$ cat config.mk
export PLATFORM = sky130hd
export DESIGN_NAME = branch_predict_unit_flat
export DESIGN_NICKNAME = d
export VERILOG_FILES = /design/src/rtl/branch_predict_unit_pkg.sv /design/src/rtl/branch_predict_unit_if.sv /design/src/rtl/branch_predict_unit_cond.sv /design/src/rtl/branch_predict_unit.sv /design/src/flat_wrapper.sv
export SDC_FILE = /design/constraint.sdc
export NUM_CORES = 1
export LEC_CHECK = 0
export BUFFER_PORTS_ARGS = -buffer_cell sky130_fd_sc_hd__buf_2
export CORE_ASPECT_RATIO = 2
export CORE_MARGIN = 4
export CORE_UTILIZATION = 51
export DETAILED_ROUTE_END_ITERATION = 12
export PLACE_DENSITY = 0.89
export SLEW_MARGIN = 10
export SYNTH_ARGS = -nofsm -noshare
export SYNTH_HDL_FRONTEND = slang
export SYNTH_SLANG_ARGS = --single-unit
$ cat constraint.sdc
create_clock -name clk -period 4 [get_ports clk]
set_input_delay 1 -clock clk [delete_from_list [all_inputs] [get_ports clk]]
set_output_delay 1 -clock clk [all_outputs]
set_load 0.005 [all_outputs]
$ cat src/rtl/branch_predict_unit_pkg.sv
// Branch predictor shared definitions: opcodes, REGIMM rt codes,
// 2-bit counter encodings and the saturating counter step.
package branch_predict_unit_pkg;

  localparam logic [5:0] EXE_REGIMM = 6'b000001;
  localparam logic [5:0] EXE_BEQ    = 6'b000100;
  localparam logic [5:0] EXE_BNE    = 6'b000101;
  localparam logic [5:0] EXE_BLEZ   = 6'b000110;
  localparam logic [5:0] EXE_BGTZ   = 6'b000111;

  localparam logic [4:0] EXE_BLTZ   = 5'b00000;
  localparam logic [4:0] EXE_BGEZ   = 5'b00001;
  localparam logic [4:0] EXE_BLTZAL = 5'b10000;
  localparam logic [4:0] EXE_BGEZAL = 5'b10001;

  typedef enum logic [1:0] {
    SNT = 2'b00,
    WNT = 2'b01,
    WT  = 2'b10,
    ST  = 2'b11
  } ctr_e;

  function automatic logic [1:0] ctr_next(
    input logic [1:0] c,
    input logic       tk
  );
    if (tk)
      return (c == ST) ? c : c + 2'd1;
    else
      return (c == SNT) ? c : c - 2'd1;
  endfunction

endpackage

$ cat src/rtl/branch_predict_unit_if.sv
// Decode-stage branch bundle: valid/stall, pc, opcode fields,
// forwarded operands and the prediction carried from fetch.
interface branch_predict_unit_if #(
  parameter int DATA_W = 32
);
  logic              d_valid;
  logic              d_stall;
  logic [31:0]       d_pc;
  logic [5:0]        d_op;
  logic [4:0]        d_rt;
  logic [DATA_W-1:0] d_a;
  logic [DATA_W-1:0] d_b;
  logic              d_pred_taken;

  modport master (
    output d_valid, d_stall, d_pc, d_op,
    output d_rt, d_a, d_b, d_pred_taken
  );

  modport slave (
    input d_valid, d_stall, d_pc, d_op,
    input d_rt, d_a, d_b, d_pred_taken
  );
endinterface

$ cat src/rtl/branch_predict_unit_cond.sv
// Branch condition evaluator: op/rt/a/b -> is_branch, taken.
// Ports: op, rt, a, b in; is_branch, taken out (combinational).
module branch_cond
  import branch_predict_unit_pkg::*;
#(
  parameter int DATA_W = 32
) (
  input  logic [5:0]        op,
  input  logic [4:0]        rt,
  input  logic [DATA_W-1:0] a,
  input  logic [DATA_W-1:0] b,
  output logic              is_branch,
  output logic              taken
);

  logic neg;
  logic zero;
  logic rt_lt;
  logic rt_ge;

  assign neg   = a[DATA_W-1];
  assign zero  = (a == '0);
  assign rt_lt = (rt == EXE_BLTZ) | (rt == EXE_BLTZAL);
  assign rt_ge = (rt == EXE_BGEZ) | (rt == EXE_BGEZAL);

  always_comb begin
    is_branch = 1'b0;
    taken     = 1'b0;
    unique case (1'b1)
      op == EXE_BEQ: begin
        is_branch = 1'b1;
        taken     = (a == b);
      end
      op == EXE_BNE: begin
        is_branch = 1'b1;
        taken     = (a != b);
      end
      op == EXE_BLEZ: begin
        is_branch = 1'b1;
        taken     = neg | zero;
      end
      op == EXE_BGTZ: begin
        is_branch = 1'b1;
        taken     = !neg & !zero;
      end
      (op == EXE_REGIMM) && rt_lt: begin
        is_branch = 1'b1;
        taken     = neg;
      end
      (op == EXE_REGIMM) && rt_ge: begin
        is_branch = 1'b1;
        taken     = !neg;
      end
      default: ;
    endcase
  end

endmodule

$ cat src/rtl/branch_predict_unit.sv
// Decode-stage branch resolver with 2-bit counter prediction table.
// Ports: clk/resetn, f_pc->f_pred_taken, d bundle, resolve outs, stats.
module branch_predict_unit
  import branch_predict_unit_pkg::*;
#(
  parameter int         DATA_W   = 32,
  parameter int         IDX_W    = 6,
  parameter int         STAT_W   = 16,
  parameter logic [1:0] INIT_CTR = WNT
) (
  input  logic                 clk,
  input  logic                 resetn,
  input  logic [31:0]          f_pc,
  output logic                 f_pred_taken,
  branch_predict_unit_if.slave d,
  output logic                 d_is_branch,
  output logic                 d_taken,
  output logic                 mispredict,
  input  logic                 stat_clr,
  output logic [STAT_W-1:0]    stat_branches,
  output logic [STAT_W-1:0]    stat_mispredicts
);

  localparam int N = 2 ** IDX_W;

  logic [1:0]       tbl [N];
  logic [IDX_W-1:0] fidx;
  logic [IDX_W-1:0] didx;
  logic [1:0]       nxt;
  logic             resolve;
  logic             miss;

  branch_cond #(.DATA_W(DATA_W)) u_cond (
    .op        (d.d_op),
    .rt        (d.d_rt),
    .a         (d.d_a),
    .b         (d.d_b),
    .is_branch (d_is_branch),
    .taken     (d_taken)
  );

  assign fidx    = f_pc[IDX_W+1:2];
  assign didx    = d.d_pc[IDX_W+1:2];
  assign resolve = d.d_valid & !d.d_stall & d_is_branch;
  assign miss    = resolve & (d_taken != d.d_pred_taken);
  assign nxt     = ctr_next(tbl[didx], d_taken);

  // Same-cycle write to the looked-up entry is forwarded to fetch.
  assign f_pred_taken = (resolve && fidx == didx)
                      ? nxt[1] : tbl[fidx][1];

  always_ff @(posedge clk or negedge resetn) begin
    if (!resetn) begin
      for (int i = 0; i < N; i++)
        tbl[i] <= INIT_CTR;
    end else if (resolve) begin
      tbl[didx] <= nxt;
    end
  end

  always_ff @(posedge clk or negedge resetn) begin
    if (!resetn) begin
      mispredict       <= 1'b0;
      stat_branches    <= '0;
      stat_mispredicts <= '0;
    end else begin
      mispredict <= miss;
      if (stat_clr) begin
        stat_branches    <= '0;
        stat_mispredicts <= '0;
      end else if (resolve) begin
        if (stat_branches != '1)
          stat_branches <= stat_branches + 1'b1;
        if (miss && stat_mispredicts != '1)
          stat_mispredicts <= stat_mispredicts + 1'b1;
      end
    end
  end

  logic unused_pc;
  assign unused_pc = ^{f_pc[31:IDX_W+2], f_pc[1:0],
                       d.d_pc[31:IDX_W+2], d.d_pc[1:0]};

endmodule

$ cat src/flat_wrapper.sv
// flat-port wrapper written by rule: the top's interface ports become plain ports
module branch_predict_unit_flat import branch_predict_unit_pkg::*;
#(
  parameter int         DATA_W   = 32,
  parameter int         IDX_W    = 6,
  parameter int         STAT_W   = 16,
  parameter logic [1:0] INIT_CTR = WNT
)
  (clk, resetn, f_pc, f_pred_taken, d_is_branch, d_taken, mispredict, stat_clr, stat_branches, stat_mispredicts, d_d_valid, d_d_stall, d_d_pc, d_d_op, d_d_rt, d_d_a, d_d_b, d_d_pred_taken);
  branch_predict_unit_if #(.DATA_W(DATA_W)) d_i ();
  input  logic clk;
  input  logic resetn;
  input  logic [31:0] f_pc;
  output logic f_pred_taken;
  output logic d_is_branch;
  output logic d_taken;
  output logic mispredict;
  input  logic stat_clr;
  output logic [STAT_W-1:0] stat_branches;
  output logic [STAT_W-1:0] stat_mispredicts;
  input wire logic [$bits(d_i.d_valid)-1:0] d_d_valid;
  input wire logic [$bits(d_i.d_stall)-1:0] d_d_stall;
  input wire logic [$bits(d_i.d_pc)-1:0] d_d_pc;
  input wire logic [$bits(d_i.d_op)-1:0] d_d_op;
  input wire logic [$bits(d_i.d_rt)-1:0] d_d_rt;
  input wire logic [$bits(d_i.d_a)-1:0] d_d_a;
  input wire logic [$bits(d_i.d_b)-1:0] d_d_b;
  input wire logic [$bits(d_i.d_pred_taken)-1:0] d_d_pred_taken;
  assign d_i.d_valid = d_d_valid;
  assign d_i.d_stall = d_d_stall;
  assign d_i.d_pc = d_d_pc;
  assign d_i.d_op = d_d_op;
  assign d_i.d_rt = d_d_rt;
  assign d_i.d_a = d_d_a;
  assign d_i.d_b = d_d_b;
  assign d_i.d_pred_taken = d_d_pred_taken;
  branch_predict_unit #(.DATA_W(DATA_W), .IDX_W(IDX_W), .STAT_W(STAT_W), .INIT_CTR(INIT_CTR)) u_core (.clk(clk), .resetn(resetn), .f_pc(f_pc), .f_pred_taken(f_pred_taken), .d(d_i), .d_is_branch(d_is_branch), .d_taken(d_taken), .mispredict(mispredict), .stat_clr(stat_clr), .stat_branches(stat_branches), .stat_mispredicts(stat_mispredicts));
endmodule
==> out/metrics.yaml <==
outcome:
  outcome: "complete, but fails checks"
  failed_checks: "negative setup slack"
pwr:
  power_per_cell_area_nw_per_um2: 337
  p_leak_nw: 4.77
  power.ir.vdd_worst_mv: 0.270
clock_network:
  clock_tree.htree_level_count: 4
  cts.clk_slew.worst_paths_ns: 0.06
  tritoncts: "done"
  cts-hold-fix-buffers: 0
  worstSkewPairLatency_ns: 0.44
  cts-root-to-sink-buffers: 2
  tritoncts.num_buffers: 17
  clock_sinks: 161
  root_buffer: "sky130_fd_sc_hd__clkbuf_16"
layout:
  number_of_standard_cells_in_the_final_layout_excluding_fillers: 1328
  fillerInstances: 1384
  seq_area_um2: 4110
  multi_input_area_um2: 4780
  drive_gt1_share_pct: 34.1
  areaGrowthSynthToFinish_pct: 20.2
  insertedDiodeCount: 0
  final_cell_area_um2: 11000
  layout.nets: 1249
  most-common-layout-cells: "228 x sky130_fd_sc_hd__nor2_1, 142 x sky130_fd_sc_hd__a21oi_1, 122 x sky130_fd_sc_hd__buf_2"
  utilization_pct: 62.3
  layout_commonest_cell: "sky130_fd_sc_hd__nor2_1"
place:
  place.port_buffers: 127
  hpwl_um: 20000
  numPlacedInstances: 1294
  placed_area_um2: 10300
  gpl.final_weighted_congestion: 1.06
  worst_setup_slack_after_placement_ns: -0.204
critical_path:
  setup.worst_path.class: "in2out"
  worstSetupStartpointType: "input port"
  critical_path.cell_chain: "buf_4 -> buf_4 -> mux2_2 -> a32oi_2 -> o2111ai_2 -> o211ai_1 -> and4_4 -> maj3_2 -> a21oi_1 -> buf_2"
  crit_path_max_incr_delay_ns: 0.35
  worst_path_max_delay_cell: "sky130_fd_sc_hd__mux2_2"
  critical-path-top-cell-by-count: "sky130_fd_sc_hd__buf_4"
  setup.worst_path.end_class: "output port"
  critical_path_arrival_ns: 3.09
  critical_path.top_delay_family: "compound AO/OA/AOI/OAI gates"
  cp.buffers_inverters: 3
  required_time_of_the_critical_path_ns: 3.00
  path_max_fanout: 7
floorplan:
  io-pin-count: 181
  die_w_um: 103
  floorplan.die.height_um: 198
  core_region_area_um2: 17700
  die_footprint_um2: 20300
  placement_rows: 69
  initial_core_util_pct: 51.9
logic_synthesis:
  synth-seq-cells: 161
  synth.top_cell.area_share_pct: 26.4
  synth_compound_gate_area_share_pct: 15.0
  ys_async_sr_fraction_pct: 100
  synthSimpleGateAreaFrac_pct: 19.1
  post_synth_fa_ha_maj_area_fraction_pct: 0.395
  yosys-mux-area-fraction_pct: 11.7
  yosysWarnings: 0
  yosysSeqAreaShare_pct: 44.8
  synth.lib_cells_used.distinct: 68
  largest_cells_by_area_after_synthesis: "sky130_fd_sc_hd__dfrtp_1 26%, sky130_fd_sc_hd__dfstp_2 18%, sky130_fd_sc_hd__nor2_1 9.3%"
  cell_accounting_for_the_most_synthesized_area: "sky130_fd_sc_hd__dfrtp_1"
  synth_area_per_cell_um2: 9.76
  main_combinational_cell_family_by_area_after_synthesis: "simple AND/OR/NAND/NOR gates"
  synthesis.instances: 940
  area_share_of_xor_xnor_cells_in_the_synthesized_design_pct: 4.77
  synth_top_flop_cell: "sky130_fd_sc_hd__dfrtp_1"
  post_synthesis_net_count: 1087
  synth-edff-count: 0
  synth.cell_area_um2: 9180
route:
  vias: 8305
  detail_route.first_pass.iterations: 5
  route.detailed.drc: 0
  detailedRoute.firstIterationViolations: 776
  detail_route.wl_per_cell_um: 21.2
  route.detailed.vias_per_inst: 6.25
  ant_nets: 0
  drt-total-wl_um: 28100
timing:
  max_clock_freq_mhz: 245
  finClkSkew_ns: 0.0154
  whs_ns: 0.501
  hold_violations: 0
  finalSetupViolations: 1
  fin_crit_ns: 4.09
  headroom_to_the_max_slew_limit_pct: 31.2
  timing.final.ws_setup_ns: -0.0882
  timing_worst_slew_pin_value_ns: 1.03
  grt_setup_unrepaired: "true"
  layout_worst_path_cycle_share_pct: 102
  final_max_slew_viol_count: 0
global_route:
  grt_pass1_wl_um: 44600
  grt_util_all_layers_pct: 28.7
  first_global_vias: 8502
  grt_remaining_overflow: 0
  grt_antenna_before_repair: 0
  maximum_number_of_pins_on_one_net_before_global_route_repair: 77
hold_path:
  timing.hold.worst.class: "reg2reg"
flow_run:
  cap_violations: 0
-- cells by family (layout without fill, tap and decap cells) --
kind of cell / after synthesis / count (layout)
AO/OA/AOI/OAI: 219 / 219
XOR/XNOR: 50 / 50
adder cells (fa/ha/maj): 3 / 3
buffers and inverters: 61 / 236
flip-flops: 161 / 161
multiplexers: 64 / 64
AND/OR/NAND/NOR: 382 / 382
-- registers in the layout, indices dropped and copies added (netlist names) --
| signal | count |
|---|---|
| u_core.tbl | 128 |
| u_core.mispredict | 1 |
| u_core.stat_mispredicts | 16 |
| u_core.stat_branches | 16 |
-- layout make-up --
| type | count | share of cell area [%] |
|---|---|---|
| multi-input cells | 718 | 43.3 |
| clock buffers | 18 | 3.89 |
| repair buffers | 190 | 11.3 |
| well taps | 213 | 2.42 |
| clock inverters | 14 | 1.37 |
| flip-flops and latches | 161 | 37.3 |
| inverters | 14 | 0.476 |
-- worst paths after layout --
path	start	end	slack, ns	cells after the start
max	d_d_pc[4]	f_pred_taken	-0.09	10
min	u_core.tbl[56]$_DFFE_PN1P_	u_core.tbl[56]$_DFFE_PN1P_	0.50	2
max reg2reg	u_core.tbl[85]$_DFFE_PN0P_	u_core.tbl[41]$_DFFE_PN0P_	1.07	9
min reg2reg	u_core.tbl[56]$_DFFE_PN1P_	u_core.tbl[56]$_DFFE_PN1P_	0.50	2
max in group asynchronous	resetn	u_core.tbl[84]$_DFFE_PN1P_	2.50	2
min in group asynchronous	resetn	u_core.stat_branches[8]$_DFFE_PN0P_	0.59	1
-- worst reg2reg max path, stage by stage, from the launching register on --
cell and delay, ns:
sky130_fd_sc_hd__dfrtp_1 0.41, sky130_fd_sc_hd__mux2_2 0.28, sky130_fd_sc_hd__a221o_1 0.33, sky130_fd_sc_hd__a221oi_4 0.29, sky130_fd_sc_hd__o32a_1 0.22, sky130_fd_sc_hd__nand3_2 0.09
sky130_fd_sc_hd__inv_1 0.07, sky130_fd_sc_hd__maj3_2 0.23, sky130_fd_sc_hd__buf_4 0.64, sky130_fd_sc_hd__a21oi_1 0.21
-- through the flow --
| step | setup TNS, ns | total power, W |
|---|---|---|
| after floorplan | 0 | 0.00192 |
| after global placement | -0.195 | 0.00210 |
| after detailed placement | -0.204 | 0.00211 |
| after CTS | -0.0143 | 0.00373 |
| after global routing | -0.102 | 0.00384 |
| final | -0.0882 | 0.00372 |
-- cell usage after synthesis (10+ instances only) --
library cell,instances
sky130_fd_sc_hd__a21oi_1,142
sky130_fd_sc_hd__a221oi_1,11
sky130_fd_sc_hd__and3_1,12
sky130_fd_sc_hd__buf_2,13
sky130_fd_sc_hd__buf_6,19
sky130_fd_sc_hd__clkbuf_1,11
sky130_fd_sc_hd__dfrtp_1,97
sky130_fd_sc_hd__dfstp_2,64
sky130_fd_sc_hd__inv_1,11
sky130_fd_sc_hd__mux2_2,21
sky130_fd_sc_hd__mux2i_1,10
sky130_fd_sc_hd__mux4_2,32
sky130_fd_sc_hd__nand2_1,32
sky130_fd_sc_hd__nand3_1,25
sky130_fd_sc_hd__nand4_1,12
sky130_fd_sc_hd__nor2_1,228
sky130_fd_sc_hd__nor2b_1,11
sky130_fd_sc_hd__nor4_1,20
sky130_fd_sc_hd__xor2_1,43
-- where the power goes --
group / internal, W / leakage (nW) / switching (W)
clock network: 0.000880 / 0.276 / 0.000734
logic: 0.000173 / 2.48 / 0.000258
registers: 0.00166 / 2.01 / 0.0000169
-- layer usage --
| metal | vias up | track usage, % | share of wire, % |
|---|---|---|---|
| met1 | 3953 | 33.1 | 33 |
| met4 | 0 | 17.8 | 7.9 |
| li1 | 3710 | - | - |
| met3 | 165 | 4.55 | 6.5 |
| met5 | - | 0 | 0 |
| met2 | 477 | 48.9 | 52 |
-- timing repair --
action,4_1_cts,5_1_grt
setup buffers,1,1
pin swaps,5,3
cloned,1,0
resized for setup,19,12
endpoints found under the setup margin,1,1
(Power assumes the default switching activity.)
